`config.mk`:
```
export PLATFORM = sky130hd
export DESIGN_NAME = multicycle_control_fsm_flat
export DESIGN_NICKNAME = d
export VERILOG_FILES = /design/src/rtl/core_ctrl_pkg.sv /design/src/rtl/multicycle_control_fsm_if.sv /design/src/rtl/multicycle_control_fsm_next_state.sv /design/src/rtl/multicycle_control_fsm.sv /design/src/flat_wrapper.sv
export SDC_FILE = /design/constraint.sdc
export NUM_CORES = 1
export LEC_CHECK = 0
export ABC_AREA = 1
export BUFFER_PORTS_ARGS = -buffer_cell sky130_fd_sc_hd__buf_2
export CAP_MARGIN = 20
export CORE_MARGIN = 2
export CORE_UTILIZATION = 35
export CTS_CLUSTER_SIZE = 10
export DETAILED_ROUTE_END_ITERATION = 7
export PLACE_DENSITY = 0.72
export SYNTH_ARGS = -nofsm -noshare
export SYNTH_HDL_FRONTEND = slang
export SYNTH_SLANG_ARGS = --single-unit
```
`constraint.sdc`:
```
create_clock -name i_clk -period 0.9 [get_ports i_clk]
set_input_delay 0.18 -clock i_clk [delete_from_list [all_inputs] [get_ports i_clk]]
set_output_delay 0.18 -clock i_clk [all_outputs]
set_load 0.01 [all_outputs]
```
`src/rtl/core_ctrl_pkg.sv`:
```
// Shared encodings for the multicycle RV32I control path: FSM states,
// opcodes and the datapath select codes driven by the controller.
package core_ctrl_pkg;

    // state | meaning
    // FETCH    | read instruction at PC, PC <= PC + 4
    // DECODE   | read registers, precompute branch target
    // MEMADR   | compute load/store address
    // MEMREAD  | load data read, waits for mem_ready
    // MEMWB    | write loaded data to the register file
    // MEMWRITE | store data write, waits for mem_ready
    // EXECR    | register-register ALU operation
    // EXECI    | register-immediate ALU operation
    // ALUWB    | write ALU result to the register file
    // JAL      | PC <= target, link = OldPC + 4
    // BEQ      | compare, PC <= target when equal
    // ILLEGAL  | unknown opcode trap, left only by reset
    typedef enum logic [3:0] {
        S_FETCH    = 4'd0,
        S_DECODE   = 4'd1,
        S_MEMADR   = 4'd2,
        S_MEMREAD  = 4'd3,
        S_MEMWB    = 4'd4,
        S_MEMWRITE = 4'd5,
        S_EXECR    = 4'd6,
        S_EXECI    = 4'd7,
        S_ALUWB    = 4'd8,
        S_JAL      = 4'd9,
        S_BEQ      = 4'd10,
        S_ILLEGAL  = 4'd11
    } state_t;

    localparam logic [6:0] OP_LOAD   = 7'b0000011;
    localparam logic [6:0] OP_STORE  = 7'b0100011;
    localparam logic [6:0] OP_RTYPE  = 7'b0110011;
    localparam logic [6:0] OP_ITYPE  = 7'b0010011;
    localparam logic [6:0] OP_BRANCH = 7'b1100011;
    localparam logic [6:0] OP_JAL    = 7'b1101111;

    localparam logic [1:0] RES_ALUOUT    = 2'b00;
    localparam logic [1:0] RES_DATA      = 2'b01;
    localparam logic [1:0] RES_ALURESULT = 2'b10;

    localparam logic [1:0] SRCA_PC    = 2'b00;
    localparam logic [1:0] SRCA_OLDPC = 2'b01;
    localparam logic [1:0] SRCA_RD1   = 2'b10;

    localparam logic [1:0] SRCB_RD2  = 2'b00;
    localparam logic [1:0] SRCB_IMM  = 2'b01;
    localparam logic [1:0] SRCB_FOUR = 2'b10;

    localparam logic [1:0] ALUOP_ADD   = 2'b00;
    localparam logic [1:0] ALUOP_SUB   = 2'b01;
    localparam logic [1:0] ALUOP_FUNCT = 2'b10;

    localparam logic [1:0] IMM_I = 2'b00;
    localparam logic [1:0] IMM_S = 2'b01;
    localparam logic [1:0] IMM_B = 2'b10;
    localparam logic [1:0] IMM_J = 2'b11;

endpackage

```
`src/rtl/multicycle_control_fsm_if.sv`:
```
// Unified instruction/data memory handshake between controller and memory.
interface multicycle_control_fsm_if;
    logic mem_req;
    logic mem_write;
    logic adr_src;
    logic mem_ready;

    modport master (output mem_req, output mem_write, output adr_src, input mem_ready);
    modport slave  (input mem_req, input mem_write, input adr_src, output mem_ready);
endinterface

```
`src/rtl/multicycle_control_fsm_next_state.sv`:
```
// Next-state logic for the multicycle controller; purely combinational.
module fsm_next_state
    import core_ctrl_pkg::*;
#(
    parameter bit TRAP_ILLEGAL = 1'b1
) (
    input  state_t     i_state,
    input  logic [6:0] i_op,
    input  logic       i_mem_ready,
    output state_t     o_next_state
);

    // Transition table; undefined encodings fall back to FETCH.
    always_comb begin
        o_next_state = S_FETCH;
        case (i_state)
            S_FETCH:    o_next_state = i_mem_ready ? S_DECODE : S_FETCH;
            S_DECODE: begin
                case (i_op)
                    OP_LOAD, OP_STORE: o_next_state = S_MEMADR;
                    OP_RTYPE:          o_next_state = S_EXECR;
                    OP_ITYPE:          o_next_state = S_EXECI;
                    OP_BRANCH:         o_next_state = S_BEQ;
                    OP_JAL:            o_next_state = S_JAL;
                    default:           o_next_state = TRAP_ILLEGAL ? S_ILLEGAL : S_FETCH;
                endcase
            end
            S_MEMADR:   o_next_state = (i_op == OP_STORE) ? S_MEMWRITE : S_MEMREAD;
            S_MEMREAD:  o_next_state = i_mem_ready ? S_MEMWB : S_MEMREAD;
            S_MEMWB:    o_next_state = S_FETCH;
            S_MEMWRITE: o_next_state = i_mem_ready ? S_FETCH : S_MEMWRITE;
            S_EXECR:    o_next_state = S_ALUWB;
            S_EXECI:    o_next_state = S_ALUWB;
            S_ALUWB:    o_next_state = S_FETCH;
            S_JAL:      o_next_state = S_ALUWB;
            S_BEQ:      o_next_state = S_FETCH;
            S_ILLEGAL:  o_next_state = S_ILLEGAL;
            default:    o_next_state = S_FETCH;
        endcase
    end

endmodule

```
`src/rtl/multicycle_control_fsm.sv`:
```
// Moore control FSM for the multicycle RV32I core: state register plus
// per-state datapath select/enable decode. Only ir_write/pc_write in FETCH
// (mem_ready), pc_write in BEQ (zero) and imm_src in MEMADR (op) look past
// the current state.
module multicycle_control_fsm
    import core_ctrl_pkg::*;
#(
    parameter bit TRAP_ILLEGAL = 1'b1
) (
    input  logic       i_clk,
    input  logic       i_rst,
    input  logic [6:0] i_op,
    input  logic       i_zero,
    multicycle_control_fsm_if.master m_mem,
    output logic       o_pc_write,
    output logic       o_ir_write,
    output logic [1:0] o_result_src,
    output logic [1:0] o_alu_src_a,
    output logic [1:0] o_alu_src_b,
    output logic [1:0] o_alu_op,
    output logic [1:0] o_imm_src,
    output logic       o_reg_write,
    output logic       o_illegal_op,
    output logic [3:0] o_state_dbg
);

    state_t     r_state;
    state_t     w_next_state;
    logic       w_pc_update;
    logic       w_branch;
    logic       w_mem_req;
    logic       w_mem_write;
    logic       w_adr_src;

    fsm_next_state #(
        .TRAP_ILLEGAL (TRAP_ILLEGAL)
    ) u_next_state (
        .i_state      (r_state),
        .i_op         (i_op),
        .i_mem_ready  (m_mem.mem_ready),
        .o_next_state (w_next_state)
    );

    // State register; reset returns to FETCH from any state, abandoning any access.
    always_ff @(posedge i_clk) begin
        if (i_rst) begin
            r_state <= S_FETCH;
        end else begin
            r_state <= w_next_state;
        end
    end

    // Output decode per state; everything not named in a state stays 0.
    always_comb begin
        w_pc_update  = 1'b0;
        w_branch     = 1'b0;
        w_mem_req    = 1'b0;
        w_mem_write  = 1'b0;
        w_adr_src    = 1'b0;
        o_ir_write   = 1'b0;
        o_result_src = RES_ALUOUT;
        o_alu_src_a  = SRCA_PC;
        o_alu_src_b  = SRCB_RD2;
        o_alu_op     = ALUOP_ADD;
        o_imm_src    = IMM_I;
        o_reg_write  = 1'b0;
        o_illegal_op = 1'b0;
        case (r_state)
            S_FETCH: begin
                w_mem_req    = 1'b1;
                o_alu_src_a  = SRCA_PC;
                o_alu_src_b  = SRCB_FOUR;
                o_result_src = RES_ALURESULT;
                o_ir_write   = m_mem.mem_ready;
                w_pc_update  = m_mem.mem_ready;
            end
            S_DECODE: begin
                o_alu_src_a = SRCA_OLDPC;
                o_alu_src_b = SRCB_IMM;
                o_imm_src   = IMM_B;
            end
            S_MEMADR: begin
                o_alu_src_a = SRCA_RD1;
                o_alu_src_b = SRCB_IMM;
                o_imm_src   = (i_op == OP_STORE) ? IMM_S : IMM_I;
            end
            S_MEMREAD: begin
                o_result_src = RES_ALUOUT;
                w_adr_src    = 1'b1;
                w_mem_req    = 1'b1;
            end
            S_MEMWB: begin
                o_result_src = RES_DATA;
                o_reg_write  = 1'b1;
            end
            S_MEMWRITE: begin
                o_result_src = RES_ALUOUT;
                w_adr_src    = 1'b1;
                w_mem_req    = 1'b1;
                w_mem_write  = 1'b1;
            end
            S_EXECR: begin
                o_alu_src_a = SRCA_RD1;
                o_alu_src_b = SRCB_RD2;
                o_alu_op    = ALUOP_FUNCT;
            end
            S_EXECI: begin
                o_alu_src_a = SRCA_RD1;
                o_alu_src_b = SRCB_IMM;
                o_alu_op    = ALUOP_FUNCT;
                o_imm_src   = IMM_I;
            end
            S_ALUWB: begin
                o_result_src = RES_ALUOUT;
                o_reg_write  = 1'b1;
            end
            S_JAL: begin
                o_alu_src_a  = SRCA_OLDPC;
                o_alu_src_b  = SRCB_FOUR;
                o_result_src = RES_ALUOUT;
                w_pc_update  = 1'b1;
            end
            S_BEQ: begin
                o_alu_src_a  = SRCA_RD1;
                o_alu_src_b  = SRCB_RD2;
                o_alu_op     = ALUOP_SUB;
                o_result_src = RES_ALUOUT;
                w_branch     = 1'b1;
            end
            S_ILLEGAL: begin
                o_illegal_op = 1'b1;
            end
            default: begin
            end
        endcase
    end

    assign o_pc_write      = w_pc_update | (w_branch & i_zero);
    assign m_mem.mem_req   = w_mem_req;
    assign m_mem.mem_write = w_mem_write;
    assign m_mem.adr_src   = w_adr_src;
    assign o_state_dbg     = r_state;

endmodule

```
`src/flat_wrapper.sv`:
```
// flat-port wrapper written by rule: the top's interface ports become plain ports
module multicycle_control_fsm_flat import core_ctrl_pkg::*;
#(
    parameter bit TRAP_ILLEGAL = 1'b1
)
  (i_clk, i_rst, i_op, i_zero, o_pc_write, o_ir_write, o_result_src, o_alu_src_a, o_alu_src_b, o_alu_op, o_imm_src, o_reg_write, o_illegal_op, o_state_dbg, m_mem_mem_req, m_mem_mem_write, m_mem_adr_src, m_mem_mem_ready);
  multicycle_control_fsm_if m_mem_i ();
  input  logic i_clk;
  input  logic i_rst;
  input  logic [6:0] i_op;
  input  logic i_zero;
  output logic o_pc_write;
  output logic o_ir_write;
  output logic [1:0] o_result_src;
  output logic [1:0] o_alu_src_a;
  output logic [1:0] o_alu_src_b;
  output logic [1:0] o_alu_op;
  output logic [1:0] o_imm_src;
  output logic o_reg_write;
  output logic o_illegal_op;
  output logic [3:0] o_state_dbg;
  output wire logic [$bits(m_mem_i.mem_req)-1:0] m_mem_mem_req;
  output wire logic [$bits(m_mem_i.mem_write)-1:0] m_mem_mem_write;
  output wire logic [$bits(m_mem_i.adr_src)-1:0] m_mem_adr_src;
  input wire logic [$bits(m_mem_i.mem_ready)-1:0] m_mem_mem_ready;
  assign m_mem_mem_req = m_mem_i.mem_req;
  assign m_mem_mem_write = m_mem_i.mem_write;
  assign m_mem_adr_src = m_mem_i.adr_src;
  assign m_mem_i.mem_ready = m_mem_mem_ready;
  multicycle_control_fsm #(.TRAP_ILLEGAL(TRAP_ILLEGAL)) u_core (.i_clk(i_clk), .i_rst(i_rst), .i_op(i_op), .i_zero(i_zero), .m_mem(m_mem_i), .o_pc_write(o_pc_write), .o_ir_write(o_ir_write), .o_result_src(o_result_src), .o_alu_src_a(o_alu_src_a), .o_alu_src_b(o_alu_src_b), .o_alu_op(o_alu_op), .o_imm_src(o_imm_src), .o_reg_write(o_reg_write), .o_illegal_op(o_illegal_op), .o_state_dbg(o_state_dbg));
endmodule
```
After elaboration in Yosys (flattened, before gate mapping):

Cells that the tools add are included.
W data, S select, Z words.

* register bits after elaboration: 4
* bits of input ports: 11
* output and inout bits: 21
* word-level logic and storage cells: 51

* eq/ne operators: 17
* muxes and demuxes: 20
* bitwise gates (word level): 2
* reduce and logical (&&, ||, !) cells: 11

Operators by type and width (count)
* $pmux W4 S7: 1
* $pmux W2 S2: 5
* $pmux W4 S5: 1
* $eq A4 B3 Y1 const B: 4
* $eq A4 B4 Y1 const B: 4
* $eq A7 B6 Y1 const B: 2
* $eq A7 B7 Y1 const B: 2
* $reduce_or A2 Y1: 6
* $mux W1: 9
* $mux W3: 3
* $reduce_or A3 Y1: 3
* $eq A4 B2 Y1 const B: 2
* $eq A7 B2 Y1 const B: 1
* $eq A7 B5 Y1 const B: 1
* $eq A4 B1 Y1 const B: 1
* $logic_not A4 Y1: 1
* $reduce_or A4 Y1: 1
* $pmux W1 S2: 1
* $and A1 B1 Y1: 1
* $or A1 B1 Y1: 1

Longest topological paths before layout:

Gate-level depths: netlist of run 1.

* word-level depth: 4
* gate-level depth with buffers: 8

Modules after synthesis:

From an unflattened synthesis of run 1, not the netlist that was laid out.

* cells, all modules: 115
* area total of the unflattened synthesis: 570.5 µm²

By module, submodules not included
* multicycle_control_fsm: instances 1, cells each 62, area an instance 320.3 µm²
* fsm_next_state: instances 1, cells each 53, area an instance 250.2 µm²

Worst setup path after synthesis of run 1:

OpenSTA, ideal clock, no wires.

* kind: register -> output
* from: register u_core.r_state[3], in the netlist u_core.o_state_dbg[3]
* to: output o_pc_write
* arrival time: 1117 ps
* required time: 720 ps
* setup slack: -397 ps
* cell stages (with the launch flop): 7
* buffers on the path: 0
* path through: dfxtp_1 -> inv_1 -> nor2_1 -> inv_1 -> nor2_1 -> nand2_1 -> nand3_1

* cells in the longest elaborated chain, start to end: 4
* elaborated cells on any way between the ends: 7

Ends and longest elaborated chain
* start: declaration: RTL line multicycle_control_fsm.sv:27 `state_t r_state;`
* start signal: assignment: RTL line multicycle_control_fsm.sv:49 `r_state <= w_next_state;`
* $eq A4 B4 Y1: RTL line multicycle_control_fsm.sv:68 `case (r_state)`
* $mux W1: RTL line multicycle_control_fsm.sv:68
* $and A1 B1 Y1: RTL line multicycle_control_fsm.sv:138 `assign o_pc_write = w_pc_update | (w_branch & i_zero);`
* $or A1 B1 Y1 *: RTL line multicycle_control_fsm.sv:138
* end: declaration: RTL line flat_wrapper.sv:12 `output logic o_pc_write;`

Every way passes the cells marked *; elsewhere a longest branch is shown, timed or not.

Final worst setup path of run 1:

* from: register u_core.r_state[3], in the netlist u_core.o_state_dbg[3]
* to: output m_mem_mem_req

* cells in the longest elaborated chain, start to end: 3
* elaborated cells on any way between the ends: 5

Ends and longest elaborated chain
* $eq A4 B2 Y1 (tied with other cells): RTL line multicycle_control_fsm.sv:68
* $reduce_or A3 Y1 (no line) *
* $mux W1 *: RTL line multicycle_control_fsm.sv:68
* end: declaration: RTL line flat_wrapper.sv:22 `output wire logic [$bits(m_mem_i.mem_req)-1:0] m_mem_mem_req;`

Marked as above.

==> impl_metrics.yaml, run 1 <==
timing:
  skew_ns: 0.0242
  setup_viol: 25
  finalWorstSetupSlack_ns: -0.530
  post-route-period-util_pct: 159
  rsz0062_at_grt: "yes"
  timing_worst_slew_pin_value_ns: 0.276
  slew_violations: 0
  period_needed_ns: 1.43
  fin_setup_tns_ns: -9.75
  max_slew_margin_pct: 81.5
  finalHoldViolCount: 0
  max_freq_ghz: 0.699
placement:
  hpwl_um: 1250
  finalWeightedCongestion: 0.794
  dp_slack_ns: -0.264
  placed_cells: 148
  io_buffers: 31
worst_setup_path:
  critical_path_class: "reg2out"
  path_max_fanout: 6
  critPathBufInv: 3
  critical-path-top-delay-family: "flip-flops"
  arrival_ns: 1.25
  cp_slowest_cell: "dfxtp_4"
  max_stage_delay_ns: 0.39
  cp-startpoint: "u_core.o_state_dbg[3]"
  worstPathRequired_ns: 0.72
  r2r-start: "u_core.o_state_dbg[3]"
  startpoint_type: "register"
  cp-end-kind: "primary output"
  path_cells: "inv_4 > nand2_2 > nor2_4 > inv_1 > nand3_2 > buf_2"
worst_hold_path:
  hold_class: "in2reg"
  hp-start: "i_rst"
yosys:
  synth_cells: 93
  yosys_warnings: 0
  syn_avg_cell_area_um2: 5.06
  syn-num-nets: 104
  synthDistinctLibCells: 13
  synth_seq_cells: 4
  syn_area_um2: 470
  synth_seq_area_share_pct: 17.0
finish:
  fin_cells: 165
  largest_reg_flops: 4
  antenna_cells: 0
  layout_commonest_cell: "buf_6"
  layout_common_cells: "buf_6, buf_2, nand2_1, buf_4, nor2_1"
  syn_to_final_growth_pct: 135
  post-route-util_pct: 86.0
  nFillCells: 67
  layout-drive-gt1-share_pct: 66.0
  finalNetCount: 162
grt:
  grt_pass1_wl_um: 2880
  grt_overflow: 0
  grt_pass1_vias: 679
  grt_max_degree: 7
  antenna_found_initial: 0
  grt_usage_pct: 26.6
clocking:
  cts-root-buf: "clkbuf_4"
  cts_tree: "built"
  holdBufCountCts: 0
  htree_num_levels: 1
  insertion_delay_ns: 0.27
  numCtsBuffers: 3
  clk_pin_slew_ns: 0.06
  cts_max_path_buffers: 2
  cts.sinks: 4
drt:
  wl_um: 2500
  vias_per_cell: 4.95
  wire_per_inst_um: 15.2
  route.vias.total: 817
  firstDrtPassIters: 4
  drt_iter0_markers: 15
  drc: 0
  ant_nets: 0
floorplan:
  fp-row-count: 13
  start_util_pct: 36.6
  fp.dieH_um: 40.7
  pin_count: 32
  core_area_um2: 1280
  fp.dieW_um: 40.7
  dieArea_um2: 1650
power:
  pwr_density_cell_nw_per_um2: 3040
  leakage_nw: 0.603
  total_power_mw: 3.35
  ir_worst_vdd_v: 0.00159
flow_run:
  drv_cap: 0
outcome:
  status: "finished with violations"
  violations: "negative setup slack"
[worst reg2reg max path, cell delays in order (launching register included)]
cell and delay, ns:
dfxtp_4 0.37, nor2_4 0.14, inv_4 0.07, nor2_4 0.13
nand3_2 0.10, buf_4 0.15, buf_6 0.10, nand2_1 0.07
nor2_1 0.06, nor2_1 0.09
[power breakdown]
group	total (mW)	switching, mW	internal [mW]
clock	0.279	0.110	0.169
sequential	0.424	0.153	0.271
combinational	2.65	1.39	1.26
[synthesized netlist by cell type]
library cell	instances	area [um^2]
inv_2	1	3.75
o22ai_1	2	12.5
o21ai_0	2	10.0
nor2_1	21	78.8
o21ai_1	1	5.00
a21oi_1	3	15.0
dfxtp_1	4	80.1
nor2_4	3	33.8
nand3_1	9	45.0
nand2_1	25	93.8
nand3b_1	1	7.51
nand3_2	1	10.0
inv_1	20	75.1
[layer usage]
layer  global-route usage (%)  wire, um
met1                     28.9      1020
met2                     49.6      1290
met3                     2.17       105
met4                     15.0        82
met5                        0         0
[final timing paths]
check                                             end  slack, ns  cells after the start
worst max-delay path                    m_mem_mem_req      -0.53                      6
worst min-delay path            u_core.o_state_dbg[3]        0.1                      2
worst max register to register  u_core.o_state_dbg[2]      -0.48                      9
worst min register to register  u_core.o_state_dbg[3]       0.70                      4
[final cells by class]
cell class / count / area, um^2 / area share [%]
well taps: 15 / 18.8 / 1.70
repair buffers: 53 / 425 / 38.5
clock buffers: 4 / 26.3 / 2.38
inverters: 21 / 86.3 / 7.81
flip-flops and latches: 4 / 95.1 / 8.61
multi-input cells: 68 / 453 / 41.0
[cell families after synthesis]
kind of cell	count (synthesis)	synth area share (%)
buf+inv	21	16.8
flops	4	17.0
compound gates	8	9.04
simple gates	60	57.2
[per-stage QoR]
step                hold WS (ns)  area, um^2
floorplan                  0.243         541
global placement           0.374         782
detailed placement         0.380         782
CTS                        0.120         990
global route               0.111        1100
finish                    0.0990        1100
[repair_timing]
action	CTS	global route
resized for setup	26	27
setup buffers	10	7
pin swaps	6	8
endpoints found under the setup margin	25	25
endpoints found under the hold margin	0	0
Power figures use the tool's default switching activity.
==> run 2, diff against run 1 <==
--- a/config.mk
+++ b/config.mk
@@ -8,11 +8,12 @@
 export ABC_AREA = 1
 export BUFFER_PORTS_ARGS = -buffer_cell sky130_fd_sc_hd__buf_2
 export CAP_MARGIN = 20
-export CORE_MARGIN = 2
-export CORE_UTILIZATION = 35
+export CORE_AREA = 2 2 39 41
+export CTS_BUF_LIST = sky130_fd_sc_hd__clkbuf_4 sky130_fd_sc_hd__clkbuf_8
 export CTS_CLUSTER_SIZE = 10
 export DETAILED_ROUTE_END_ITERATION = 7
-export PLACE_DENSITY = 0.72
+export DIE_AREA = 0 0 41 43
+export PLACE_DENSITY = 0.73
 export SYNTH_ARGS = -nofsm -noshare
 export SYNTH_HDL_FRONTEND = slang
 export SYNTH_SLANG_ARGS = --single-unit
==> run 2 against run 1 <==
  * The run still ends with negative setup slack left
  * Core utilization is 8.2 points lower
  * Clock skew fell by 0.015 ns
  * Routed wire length decreased by 21%
  * Largest cell class unchanged
  * Sequential share of layout area is 0.23 points higher
  * Maximum frequency is essentially flat
  * Critical path depth increased by 1
  * Final area down 2.6%
  * Critical path type unchanged
  * Sequential power decreased by 5.2%
  * Sequential cell count stayed put
  * Combinational power is 2% lower
  * Count of clock-buffer cells in the layout is the same
  * Critical endpoint is now o_pc_write
==> impl_metrics.yaml, run 2 (synthesis results as in run 1) <==
outcome:
  status: "finished with violations"
  violations: "negative setup slack"
clocking:
  cts-root-buf: "clkbuf_4"
  cts_max_path_buffers: 2
  insertion_delay_ns: 0.24
  cts.sinks: 4
  htree_num_levels: 1
  holdBufCountCts: 0
  clk_pin_slew_ns: 0.04
  cts_tree: "built"
  numCtsBuffers: 3
timing:
  post-route-period-util_pct: 159
  timing_worst_slew_pin_value_ns: 0.198
  period_needed_ns: 1.43
  hold-worst-slack_ns: 0.130
  max_slew_margin_pct: 86.7
  max_freq_ghz: 0.700
  skew_ns: 0.00899
  fin_setup_tns_ns: -8.95
  rsz0062_at_grt: "yes"
  finalWorstSetupSlack_ns: -0.529
  finalHoldViolCount: 0
  slew_violations: 0
  setup_viol: 25
grt:
  grt_max_degree: 7
  antenna_found_initial: 0
  grt_pass1_wl_um: 2530
  grt_usage_pct: 19.8
  grt_pass1_vias: 678
  grt_overflow: 0
placement:
  dp_slack_ns: -0.237
  finalWeightedCongestion: 0.774
  placed_area_um2: 791
  hpwl_um: 1180
  io_buffers: 31
worst_setup_path:
  critPathMostFrequentCell: "nor2_4"
  arrival_ns: 1.25
  cp-startpoint: "u_core.o_state_dbg[3]"
  cp_slowest_cell: "dfxtp_4"
  max_stage_delay_ns: 0.38
  startpoint_type: "register"
  worstPathRequired_ns: 0.72
  cp-end-kind: "primary output"
  path_max_fanout: 4
  critical_path_class: "reg2out"
  r2r-start: "u_core.o_state_dbg[3]"
  path_cells: "inv_4 > nor2_4 > inv_2 > nor2_4 > nand2_1 > nand3_2 > buf_6"
drt:
  firstDrtPassIters: 4
  ant_nets: 0
  drt_iter0_markers: 14
  route.vias.total: 798
  vias_per_cell: 4.87
  wl_um: 1970
  wire_per_inst_um: 12.0
  drc: 0
floorplan:
  fp.dieW_um: 41
  start_util_pct: 34.0
  fp-row-count: 14
  fp.dieH_um: 43
  dieArea_um2: 1760
  pin_count: 32
  core_area_um2: 1380
finish:
  antenna_cells: 0
  layout_commonest_cell: "buf_6"
  final_area_um2: 1080
  layout-drive-gt1-share_pct: 65.5
  finalNetCount: 160
  syn_to_final_growth_pct: 129
  layout_common_cells: "buf_6, nand2_1, buf_2, nor2_1, buf_4"
  largest_reg_flops: 4
worst_hold_path:
  hold_class: "in2reg"
  hp-start: "i_rst"
power:
  total_power_mw: 3.26
  pwr_density_cell_nw_per_um2: 3030
  ir_worst_vdd_v: 0.00113
  leakage_nw: 0.596
flow_run:
  drv_cap: 0
run 2: cell type report:
type                            count  area, um^2
Sequential cell                     4        95.1
Fill cell                          81         308
Clock buffer                        4        30.0
Tap cell                           16        20.0
Timing Repair Buffer               51         417
Multi-Input combinational cell     68         428
Inverter                           21        86.3
run 2: worst paths after layout:
kind	end	slack, ns	depth (start not counted)
max	o_pc_write	-0.53	7
min	u_core.o_state_dbg[3]	0.13	2
max reg2reg	u_core.o_state_dbg[3]	-0.42	9
min reg2reg	u_core.o_state_dbg[3]	0.72	4
run 2: layer usage:
| layer | wire, um | track usage, % | vias to the layer above |
|---|---|---|---|
| met3 | 124 | 1.05 | 8 |
| li1 | - | - | 393 |
| met1 | 727 | 19.9 | 350 |
| met2 | 1090 | 38.8 | 47 |
| met5 | 0 | 0 | - |
| met4 | 25 | 6.00 | 0 |
run 2: repair_timing:
| action | 4_1_cts | 5_1_grt |
|---|---|---|
| setup buffers | 6 | 4 |
| gates cloned | 0 | 0 |
| pin swaps | 10 | 7 |
| setup endpoints to repair | 25 | 25 |
| gates resized for setup | 28 | 15 |
run 2: report_power, final:
group	total, mW	internal (mW)	switching (mW)
Sequential	0.402	0.271	0.131
Combinational	2.59	1.28	1.31
Clock	0.272	0.197	0.0754
run 2: metrics by stage:
step                utilization [%]  instances
floorplan                         -         93
global placement               57.1        150
detailed placement             57.1        150
CTS                            71.3        160
global route                   77.8        164
finish                         77.8        164
run 2: worst max-delay path, delay by kind of cell, from the launching register on:
family / cells / cell delay (ns)
AND/OR/NAND/NOR: 4 / 0.40
flip-flops: 1 / 0.38
buffers and inverters: 3 / 0.24
==> run 3, diff against run 2 <==
--- a/config.mk
+++ b/config.mk
@@ -5,15 +5,15 @@
 export SDC_FILE = /design/constraint.sdc
 export NUM_CORES = 1
 export LEC_CHECK = 0
-export ABC_AREA = 1
+export ABC_AREA = 0
 export BUFFER_PORTS_ARGS = -buffer_cell sky130_fd_sc_hd__buf_2
 export CAP_MARGIN = 20
-export CORE_AREA = 2 2 39 41
+export CORE_MARGIN = 2
+export CORE_UTILIZATION = 39
 export CTS_BUF_LIST = sky130_fd_sc_hd__clkbuf_4 sky130_fd_sc_hd__clkbuf_8
 export CTS_CLUSTER_SIZE = 10
 export DETAILED_ROUTE_END_ITERATION = 7
-export DIE_AREA = 0 0 41 43
-export PLACE_DENSITY = 0.73
+export PLACE_DENSITY = 0.77
 export SYNTH_ARGS = -nofsm -noshare
 export SYNTH_HDL_FRONTEND = slang
 export SYNTH_SLANG_ARGS = --single-unit
==> run 3 against run 2 <==
  * Synthesized cell count is 23% lower
  * The flow now stops in global routing (5_1_grt)
  * Synthesized area increased by 7.4%
==> impl_metrics.yaml, run 3 <==
outcome:
  status: "stopped before the end"
  lastStage: "global routing (5_1_grt)"
  tool.error: "[ERROR DPL-0038] Utilization greater than 100%, impossible to legalize"
yosys:
  ys.flop_type: "dfxtp_1"
  synth_edf_count: 0
  yosysTopAreaCellShare_pct: 15.8
  syn-num-nets: 83
  synth_seq_area_share_pct: 15.8
  synth_seq_cells: 4
  syn_area_um2: 505
  yosysMostFrequentCell: "a21oi_1"
  synthArstFlopShare_pct: 0
  yosys_warnings: 0
  syn_avg_cell_area_um2: 7.02
  synthTopCellsByCount: "a21oi_1, nand2b_1, nand2_1, nor2_1"
  post-synth-top-area-cell: "dfxtp_1"
  synth_cells: 72
  synth.area.top_cells: "dfxtp_1, nand2b_1, a21oi_1, nand4b_4, nand2_1"
  synthDistinctLibCells: 32
floorplan:
  fp-row-count: 12
  fp.dieH_um: 40
  start_util_pct: 43.7
  pin_count: 32
  fp.dieW_um: 40
clocking:
  cts_max_path_buffers: 2
  cts-root-buf: "clkbuf_4"
  htree_num_levels: 1
  cts.sinks: 4
  numCtsBuffers: 3
placement:
  hpwl_um: 1420
  io_buffers: 31
  placed_area_um2: 881
  finalWeightedCongestion: 0.789
timing:
  worst_endpoint_kind: "primary output"
  worst_endpoint: "m_mem_mem_req"
grt:
  grt_max_degree: 11
run 3: changes by cell type after synthesis, sizes merged, moves of 3 or more:
cell,change
nor4,+3
nand3,-8
nor2,-18
inv,-19
a21oi,+5
buf,+5
nand2,-19
and3,+3
nand2b,+7
nor3,+3
run 3: what timing repair did:
action | CTS
buffers inserted | 8
setup endpoints to repair | 25
resized for setup | 19
pin swaps | 7
hold buffers | 0
run 3: stage by stage:
stage	std cells	setup WS [ns]
detailed placement	133	-0.363
floorplan	72	-0.335
CTS	145	-0.596
global placement	133	-0.353
run 3: cells by family after synthesis:
kind of cell           synth area share, %
flip-flops                            15.8
buffers and inverters                 6.93
AND/OR/NAND/NOR                       48.5
XOR/XNOR                              3.47
multiplexers                          1.98
AO/OA/AOI/OAI                         23.3
==> run 4, diff against run 3 <==
--- a/config.mk
+++ b/config.mk
@@ -8,12 +8,10 @@
 export ABC_AREA = 0
 export BUFFER_PORTS_ARGS = -buffer_cell sky130_fd_sc_hd__buf_2
 export CAP_MARGIN = 20
-export CORE_MARGIN = 2
-export CORE_UTILIZATION = 39
-export CTS_BUF_LIST = sky130_fd_sc_hd__clkbuf_4 sky130_fd_sc_hd__clkbuf_8
-export CTS_CLUSTER_SIZE = 10
+export CORE_AREA = 2 2 63 65
 export DETAILED_ROUTE_END_ITERATION = 7
-export PLACE_DENSITY = 0.77
+export DIE_AREA = 0 0 65 67
+export PLACE_DENSITY_LB_ADDON = 0.15
 export SYNTH_ARGS = -nofsm -noshare
 export SYNTH_HDL_FRONTEND = slang
 export SYNTH_SLANG_ARGS = --single-unit
==> constraint.sdc (replaced) <==
create_clock -name i_clk -period 1.2 [get_ports i_clk]
set_input_delay 0.24 -clock i_clk [delete_from_list [all_inputs] [get_ports i_clk]]
set_output_delay 0.24 -clock i_clk [all_outputs]
set_load 0.01 [all_outputs]
==> run 4 against run 3 <==
  * Synthesized cell count unchanged
  * Synthesized area unchanged
  * The flow now finishes, with violations (negative setup slack)
==> impl_metrics.yaml, run 4 <==
grt:
  grt_overflow: 0
  grt_usage_pct: 9.54
  grt_pass1_vias: 719
  antenna_found_initial: 0
  grt_max_degree: 13
  grt_pass1_wl_um: 3220
outcome:
  status: "finished with violations"
  violations: "negative setup slack"
timing:
  skew_ns: 0.000610
  finalHoldViolCount: 0
  slew_violations: 0
  timing_worst_slew_pin_value_ns: 0.480
  rsz0062_at_grt: "yes"
  max_freq_ghz: 0.651
  fin_setup_tns_ns: -3.70
  finalWorstSetupSlack_ns: -0.337
  max_slew_margin_pct: 67.5
  period_needed_ns: 1.54
  setup_viol: 18
  post-route-period-util_pct: 128
finish:
  syn_to_final_growth_pct: 132
  layout-drive-gt1-share_pct: 71.0
  antenna_cells: 0
  final_area_um2: 1170
  finalNetCount: 144
  layout_commonest_cell: "buf_2"
  layout_common_cells: "buf_2, buf_4, buf_6, a21oi_1"
  largest_reg_flops: 4
yosys:
  synth-xor-area-share_pct: 3.47
  post-synth-top-area-cell: "dfxtp_1"
  synth_cells: 72
  synthAdderAreaFrac_pct: 0
  ys.flop_type: "dfxtp_1"
  yosysTopAreaCellShare_pct: 15.8
  yosysMostFrequentCell: "a21oi_1"
  synthTopCellsByCount: "a21oi_1, nand2b_1, nand2_1, nor2_1"
  syn-num-nets: 83
  synth_seq_area_share_pct: 15.8
  yosys_warnings: 0
  muxShareOfSynthArea_pct: 1.98
  synth_top_family_by_area: "simple AND/OR/NAND/NOR gates"
  syn_avg_cell_area_um2: 7.02
  synthArstFlopShare_pct: 0
  synth_edf_count: 0
  syn_area_um2: 505
  synth_seq_cells: 4
  synth.area.top_cells: "dfxtp_1, nand2b_1, a21oi_1, nand4b_4, nand2_1"
  synthSimpleGateAreaFrac_pct: 48.5
  synth_compound_area_share_pct: 23.3
  synthDistinctLibCells: 32
flow_run:
  drv_cap: 0
clocking:
  clk_pin_slew_ns: 0.03
  holdBufCountCts: 0
  cts-root-buf: "clkbuf_8"
  cts_tree: "built"
  insertion_delay_ns: 0.21
  numCtsBuffers: 3
  cts.sinks: 4
  cts_max_path_buffers: 2
  htree_num_levels: 1
drt:
  wire_per_inst_um: 11.3
  drt_iter0_markers: 20
  wl_um: 2030
  vias_per_cell: 4.17
  firstDrtPassIters: 4
  route.vias.total: 746
  ant_nets: 0
  drc: 0
floorplan:
  fp-row-count: 22
  fp.dieH_um: 67
  pin_count: 32
  core_area_um2: 3610
  fp.dieW_um: 65
  start_util_pct: 14.0
  dieArea_um2: 4360
power:
  ir_worst_vdd_v: 0.000564
  leakage_nw: 0.566
  pwr_density_cell_nw_per_um2: 2230
  total_power_mw: 2.62
placement:
  io_buffers: 31
  hpwl_um: 1630
  placed_area_um2: 918
  finalWeightedCongestion: 0.729
  dp_slack_ns: -0.128
worst_setup_path:
  cp-end-kind: "primary output"
  worstPathRequired_ns: 0.96
  path_max_fanout: 5
  critical_path_class: "reg2out"
  arrival_ns: 1.30
  startpoint_type: "register"
worst_hold_path:
  hold_class: "in2reg"
==> run 4: cell counts after synthesis <==
No cell type changed its count.
==> run 4: layout make-up <==
class,count,area [um^2]
clock buffer,3,41.3
fill,392,2430
inverter,2,7.51
multi-input combinational,61,536
sequential,4,95.1
tap,48,60.1
timing repair buffer,61,433
==> run 4: worst paths after layout <==
| path | endpoint | slack (ns) | startpoint | cells after the start |
|---|---|---|---|---|
| hold / removal | u_core.o_state_dbg[3] | 0.25 | i_rst | 2 |
| setup reg to reg | u_core.o_state_dbg[0] | -0.02 | u_core.o_state_dbg[1] | 4 |
| hold reg to reg | u_core.o_state_dbg[2] | 0.69 | u_core.o_state_dbg[2] | 2 |
| setup / recovery | m_mem_mem_req | -0.34 | u_core.o_state_dbg[3] | 4 |
==> run 4: where the power goes <==
part	internal [mW]	leakage, nW	switching [mW]
clock	0.213	0.0216	0.0566
combinational	1.16	0.509	0.914
sequential	0.205	0.0356	0.0750
total	1.57	0.566	1.05
==> run 4: stage by stage <==
stage / hold slack (ns) / std cells / util [%]
6_report: 0.248 / 179 / 32.5
5_1_grt: 0.242 / 179 / 32.5
4_1_cts: 0.233 / 179 / 30.6
3_5_place_dp: 0.460 / 169 / 25.5
3_3_place_gp: 0.464 / 169 / 25.5
2_1_floorplan: 0.302 / 72 / -
==> run 4: logic make-up (layout without fill, tap and decap cells) <==
group | after synthesis | count (layout)
compound gates | 18 | 18
xor+xnor | 2 | 2
buf+inv | 7 | 66
flops | 4 | 4
mux | 1 | 1
simple gates | 40 | 40
==> run 4: critical path: stages, from the launching register on <==
cell	delay, ns
dfxtp_4	0.35
and2b_2	0.24
a21boi_4	0.14
or2_4	0.23
buf_6	0.12
==> run 4: per-layer routing <==
metal / wire [um] / part of all wire (%) / GRT usage (%)
met1: 992 / 49 / 12.8
met2: 901 / 44 / 14.8
met3: 99 / 4.9 / 1.35
met4: 35 / 1.7 / 4.79
met5: 0 / 0 / 0
==> run 4: what timing repair did <==
item,CTS,global route
cloned,0,0
gates resized for setup,24,14
endpoints found under the setup margin,19,22
pin swaps,4,4
buffers inserted,8,2
